==> config.mk <==
export PLATFORM = sky130hd
export DESIGN_NAME = unidade_controle_contagem
export DESIGN_NICKNAME = d
export VERILOG_FILES = /design/src/rtl/unidade_controle_contagem.sv
export SDC_FILE = /design/constraint.sdc
export NUM_CORES = 1
export LEC_CHECK = 0
export ABC_AREA = 1
export CORE_MARGIN = 8
export CORE_UTILIZATION = 48
export DETAILED_ROUTE_END_ITERATION = 10
export PLACE_DENSITY_LB_ADDON = 0.3
export SLEW_MARGIN = 20
export SYNTH_ARGS = -nofsm -noshare
export SYNTH_HDL_FRONTEND = slang
export SYNTH_SLANG_ARGS = --single-unit
==> constraint.sdc <==
create_clock -name CLK -period 1.7 [get_ports CLK]
set_input_delay 0.255 -clock CLK [delete_from_list [all_inputs] [get_ports CLK]]
set_output_delay 0.255 -clock CLK [all_outputs]
set_load 0.01 [all_outputs]
==> src/rtl/unidade_controle_contagem.sv <==
`default_nettype none
// +--------------------------------------------------------------------------+
// | unidade_controle_contagem: start/prepare/count/finish control FSM that   |
// | drives an external 4-bit counter and comparator. Rev 1.0                 |
// +--------------------------------------------------------------------------+
module unidade_controle_contagem #(
    parameter int TIMEOUT = 20
) (
    input  logic       CLK,
    input  logic       CLR,
    input  logic       iniciar,
    input  logic [3:0] alvo,
    input  logic       A_igual_a_B,
    input  logic       A_maior_que_B,
    input  logic       RCO,
    output logic       zera_n,
    output logic       carrega_n,
    output logic       conta,
    output logic [3:0] dado_B,
    output logic       pronto,
    output logic       erro,
    output logic [2:0] db_estado
);

    typedef enum logic [2:0] {
        OCIOSO  = 3'd0,
        PREPARA = 3'd1,
        CONTA   = 3'd2,
        FIM     = 3'd3,
        ERRO    = 3'd4
    } estado_t;

    localparam logic [7:0] C_TMO_LAST = 8'(TIMEOUT - 1);

    estado_t    estado_q, estado_d;
    logic [3:0] dado_b_q, dado_b_d;
    logic [7:0] tmo_q,    tmo_d;
    logic       erro_q,   erro_d;

    always_ff @(posedge CLK or negedge CLR) begin
        if (!CLR) begin
            estado_q <= OCIOSO;
            dado_b_q <= 4'd0;
            tmo_q    <= 8'd0;
            erro_q   <= 1'b0;
        end else begin
            estado_q <= estado_d;
            dado_b_q <= dado_b_d;
            tmo_q    <= tmo_d;
            erro_q   <= erro_d;
        end
    end

    always_comb begin
        estado_d = estado_q;
        dado_b_d = dado_b_q;
        tmo_d    = tmo_q;
        erro_d   = erro_q;
        conta    = 1'b0;
        zera_n   = 1'b1;
        pronto   = 1'b0;
        case (estado_q)
            OCIOSO, ERRO: begin
                if (iniciar) begin
                    estado_d = PREPARA;
                    dado_b_d = alvo;
                    erro_d   = 1'b0;
                    tmo_d    = 8'd0;
                end
            end
            PREPARA: begin
                zera_n   = 1'b0;
                estado_d = CONTA;
            end
            CONTA: begin
                // Mealy enable: the counter halts on the very cycle it hits the target
                conta = ~A_igual_a_B;
                if (A_igual_a_B) begin
                    estado_d = FIM;
                end else if (A_maior_que_B || RCO || (tmo_q == C_TMO_LAST)) begin
                    estado_d = ERRO;
                    erro_d   = 1'b1;
                end else if (tmo_q != 8'hFF) begin
                    tmo_d = tmo_q + 8'd1;
                end
            end
            FIM: begin
                pronto   = 1'b1;
                estado_d = OCIOSO;
            end
            default: estado_d = OCIOSO;
        endcase
    end

    assign carrega_n = 1'b1;
    assign dado_B    = dado_b_q;
    assign erro      = erro_q;
    assign db_estado = estado_q;

endmodule
`default_nettype wire

== Word-level counts from Yosys, hierarchy flattened ==
Index checks and enable logic that the tools add are counted.
W data, S select, Z words.
Storage, ports and cells
  bits of input ports: 10
  register bits after elaboration: 16
  word-level logic and storage cells: 43
Cells by class
  equal/unequal tests: 12
  bitwise gates (word level): 1
  add/subtract/negate cells: 1
  multiplexer cells: 16
  reduce and logical (&&, ||, !) cells: 9
Operator list (number)
  $mux W8: 4
  $pmux W8 S2: 1
  $ne A2 B2 Y1 const B: 5
  $mux W3: 3
  $pmux W3 S3: 1
  $add A8 B1 Y8 const B: 1
  $eq A8 B5 Y1 const B: 1
  $ne A8 B8 Y1 const B: 1
  $eq A3 B2 Y1 const B: 2
  $mux W1: 6
  $reduce_and A5 Y1: 1
  $reduce_and A2 Y1: 2
  $reduce_and A4 Y1: 1
  $eq A3 B1 Y1 const B: 1
  $eq A3 B3 Y1 const B: 1
  $logic_not A3 Y1: 1
  $ne A3 B3 Y1 const B: 1
  $logic_or A1 B1 Y1: 2
  $pmux W1 S2: 1
  $reduce_bool A2 Y1: 1
  $reduce_or A2 Y1: 1
  $not A1 Y1: 1

== Longest topological paths before layout ==
  depth after elaboration: 5
  depth in mapped cells: 10
  gate-level depth less buffers: 10

== Worst setup path after synthesis ==
Ideal clock, no wire load.
  kind: reg-to-reg
  start point: register tmo_q[0]
  end point: register tmo_q[2]
  buffers on the path: 0
  library setup time: 0.117 ns
  data required time: 1.583 ns
  stages on the path, launching flop included: 10
  period minus slack after synthesis: 1.383 ns
  setup slack: 0.317 ns
  data arrival time: 1.266 ns
  cell sequence: dfrtp_1 > ha_1 > nand2_1 > inv_1 > nand3_1 > nor2_2 > nor2_4 > nand2_4 > nand2_1 > nand2_1
On the way
  word-level cells in the longest chain between the ends: 5
  elaborated cells on any way between the ends: 11
  classes of those cells: add/sub: 1; eq/ne: 4; mux: 4; reduce/logical: 2
RTL lines
  from (decl): line 37  | logic [7:0] tmo_q, tmo_d;
  from (signal assigned): line 49  | tmo_q <= tmo_d;
  $add A8 B1 Y8: line 84  | tmo_d = tmo_q + 8'd1;
  $mux W8: line 83  | end else if (tmo_q != 8'hFF) begin
  $mux W8: line 80  | end else if (A_maior_que_B || RCO || (tmo_q == C_TMO_LAST)) begin
  $mux W8: line 78  | if (A_igual_a_B) begin
  $pmux W8 S2: line 62  | case (estado_q)
Parallel ways exist; a longest one is shown, timed or not. The select of a mux whose other input is x is not followed.
A chain may end at the register's enable or synchronous reset.

== Worst setup path in the final report ==
  start point: register estado_q[0], in the netlist db_estado[0]
  end point: output port conta
On the way
  word-level cells in the longest chain between the ends: 2
RTL lines
  from (decl): line 35  | estado_t estado_q, estado_d;
  from (signal assigned): line 47  | estado_q <= estado_d;
  $eq A3 B2 Y1: line 62
  $mux W1: line 62
  to (decl): line 18  | output logic conta,
Every way passes these cells.

==> run summary <==
CTS buffer count: 3
DR pass1 iterations: 4
Sequential share of the synthesized area: 0.4216
# clock sinks: 16
I/O Pins: 22
YS warnings: 0
Vias in the first global route: 878
Number of antenna diodes: 0
Die width: 60.48 um
Largest net degree at the start of global routing: 17
Final Skew: 2.805 ps
Mapped Area: 949.7 um2
Sw Pwr: 0.7010 mW
Hold Violations, Final: 0
Clock latency on the worst-skew pair: 280 ps
Critical path, cell by cell: inv_2 -> nand3_4 -> or2_1 -> inv_2 -> clkdlybuf4s15_1
P_int: 1.016 mW
Worst slack, placed: -62.58 ps
I/O Buffers: 20
Kind of critical path: reg -> out
Initial core utilization: 0.4941
Comb pwr share: 0.564
Max VDD drop: 934.7 uV
Syn_nets: 139
Post-layout util: 0.6543
Final WS setup: 88.98 ps
GRT overflow: 0
Max incr delay on CP: 400 ps
DP HPWL: 1762 um
Worst Path Arrival: 1360 ps
RSZ-0062 raised after global routing: false
Area of the multi-input gates: 481.7 um2
First-pass GRT wire length: 3850 um
Core Rows: 16
Final wirelength: 2275 um
Max-slew violations: 0
Final setup viols: 0
P&R area growth vs syn: 32.41%
#FFs+latches synth: 16
Reg power frac: 0.323
Initial antenna violation count: 0
Layout cells sized above 1: 0.1835
Core area: 1922 um2
WP data required: 1440 ps
Hold Crit Class: in -> async
Synth cell types: 22
Syn Area/Cell: 7.419 um2
CTS tree: yes
Register area: 401.6 um2
Final Power: 1.717 mW
H-tree level count: 1
Final worst path period need: 1611 ps
GRT Overall Usage: 0.1381
Per-cell routed wire length: 12.30 um
Pwr dens: 1365 nW/um2
Period utilization: 0.9477
# fillers: 192
Die height: 60.48 um
Net Sw Frac: 0.4083
CP dominant cell by count: inv_2
Drt via density: 4.876
Slowest CP cell: dfrtp_1
Final #Nets: 171
DR vias: 902
MaxCap Viol Count: 0
Run status: complete, no violations
Post-Syn Instances: 128
Critical path endpoint category: primary output
Post-DRT Antenna Nets: 0
Placer Congestion: 0.8341
CTS Buffer Depth: 2
Die ar.: 3658 um2
Clock transition at the registers of the reported paths: 90 ps
# DRC: 0
Clock share of power: 0.113
Critical Path Fanout Max: 3
DR iter-0 viols: 19
Static leakage: 0.6281 nW
Root Buffer: clkbuf_4
Setup_tns: 0 ps
CP startpoint kind: register
Max Freq: 620.7 MHz
-- cells in the mapped netlist --
| master | instances | area, um2 |
|---|---|---|
| conb_1 | 1 | 3.750 |
| nand2_2 | 2 | 12.51 |
| ha_1 | 1 | 12.51 |
| nor2_2 | 3 | 18.77 |
| nand2_1 | 46 | 172.7 |
| nor2_4 | 1 | 11.26 |
| nor2_1 | 9 | 33.78 |
| or2_1 | 1 | 6.260 |
| nand2_4 | 1 | 11.26 |
| nand3_2 | 1 | 10.01 |
| nand3_1 | 14 | 70.07 |
| inv_1 | 13 | 48.80 |
| dfrtp_1 | 16 | 400.4 |
| nand3b_1 | 2 | 15.01 |
| nor3_1 | 2 | 10.01 |
| a21oi_1 | 3 | 15.01 |
| nand4_1 | 1 | 6.260 |
| mux2_2 | 4 | 45.04 |
| nand3_4 | 1 | 17.52 |
| inv_2 | 3 | 11.26 |
| o21ai_0 | 2 | 10.01 |
| buf_4 | 1 | 7.510 |
-- stage by stage --
step | cells | area [um2] | hold WS (ps)
3_5_place_dp | 181 | 1229 | 469.8
2_1_floorplan | 128 | 949.7 | -40.59
6_report | 185 | 1257 | 292.4
3_3_place_gp | 181 | 1229 | 459.5
4_1_cts | 184 | 1249 | 288.9
5_1_grt | 185 | 1257 | 312.7
-- cell usage in the layout, fill, tap and decap left out, types with 2 or more instances in the layout --
cell type	synthesis	routed
nand2_1	46	46
clkdlybuf4s50_1	0	17
dfrtp_1	16	15
nand3_1	14	14
inv_1	13	12
nor2_1	9	9
buf_4	1	8
inv_2	3	4
mux2_2	4	4
nor2_2	3	3
a21oi_1	3	3
clkbuf_4	0	3
nor3_1	2	2
nand2_2	2	2
o21ai_0	2	2
nand3b_1	2	2
dlygate4sd2_1	0	2
-- power groups by stage --
stage | combinational (mW) | clock [mW] | sequential, mW
finish | 0.968 | 0.194 | 0.555
global route | 1.05 | 0.216 | 0.566
CTS | 0.968 | 0.205 | 0.556
detailed placement | 0.973 | 0 | 0.557
global placement | 0.950 | 0 | 0.550
floorplan | 0.472 | 0 | 0.599
-- critical path, delay by kind of cell, from the launching register on --
family	cells	cell delay (ps)
buffers and inverters	3	400
DFF	1	400
and+or+nand+nor	2	280
-- per-layer routing --
metal	vias up	share of wire	routed length (um)	track usage
met4	0	0.010	23	0.05980
met2	23	0.51	1160	0.2348
met5	-	0	0	0
li1	462	-	-	-
met3	4	0.053	121	0.03178
met1	413	0.43	969	0.1619
-- cell families after synthesis --
family                   count (synthesis)  synth area share
AND/OR/NAND/NOR                         84            0.4163
multiplexers                             4           0.04743
flip-flops                              16            0.4216
adder cells (fa/ha/maj)                  1           0.01317
AO/OA/AOI/OAI                            5           0.02635
other                                    1          0.003949
buffers and inverters                   17           0.07115
-- path summary, 6_finish.rpt --
check | start | slack (ps) | depth (start not counted) | endpoint
max in group asynchronous | CLR | 1210 | 2 | db_estado[1]
min in group CLK | erro | 490 | 2 | erro
worst min register to register | erro | 490 | 2 | erro
worst min-delay path | CLR | 290 | 2 | tmo_q[5]
worst max-delay path | db_estado[0] | 90 | 5 | conta
worst max register to register | tmo_q[0] | 160 | 9 | tmo_q[1]
-- repair_timing --
action / in CTS / in global routing
hold buffers: 0 / 0
buffers inserted: 0 / 1
endpoints found under the setup margin: 3 / 2
cloned: 0 / 0
endpoints found under the hold margin: 0 / 0
pin swaps: 0 / 1
resized for setup: 5 / 1
-- layout make-up --
class / instances / area share
Inverter: 16 / 0.04776
Clock buffer: 3 / 0.01791
Tap cell: 27 / 0.02687
Timing Repair Buffer: 28 / 0.2050
Multi-Input combinational cell: 95 / 0.3831
Sequential cell: 16 / 0.3194
-- registers in the layout (all words and copies together), names as in the netlist --
| name | count |
|---|---|
| db_estado | 3 |
| erro | 1 |
| dado_B | 4 |
| tmo_q | 8 |
Power figures use the tool's default switching activity.
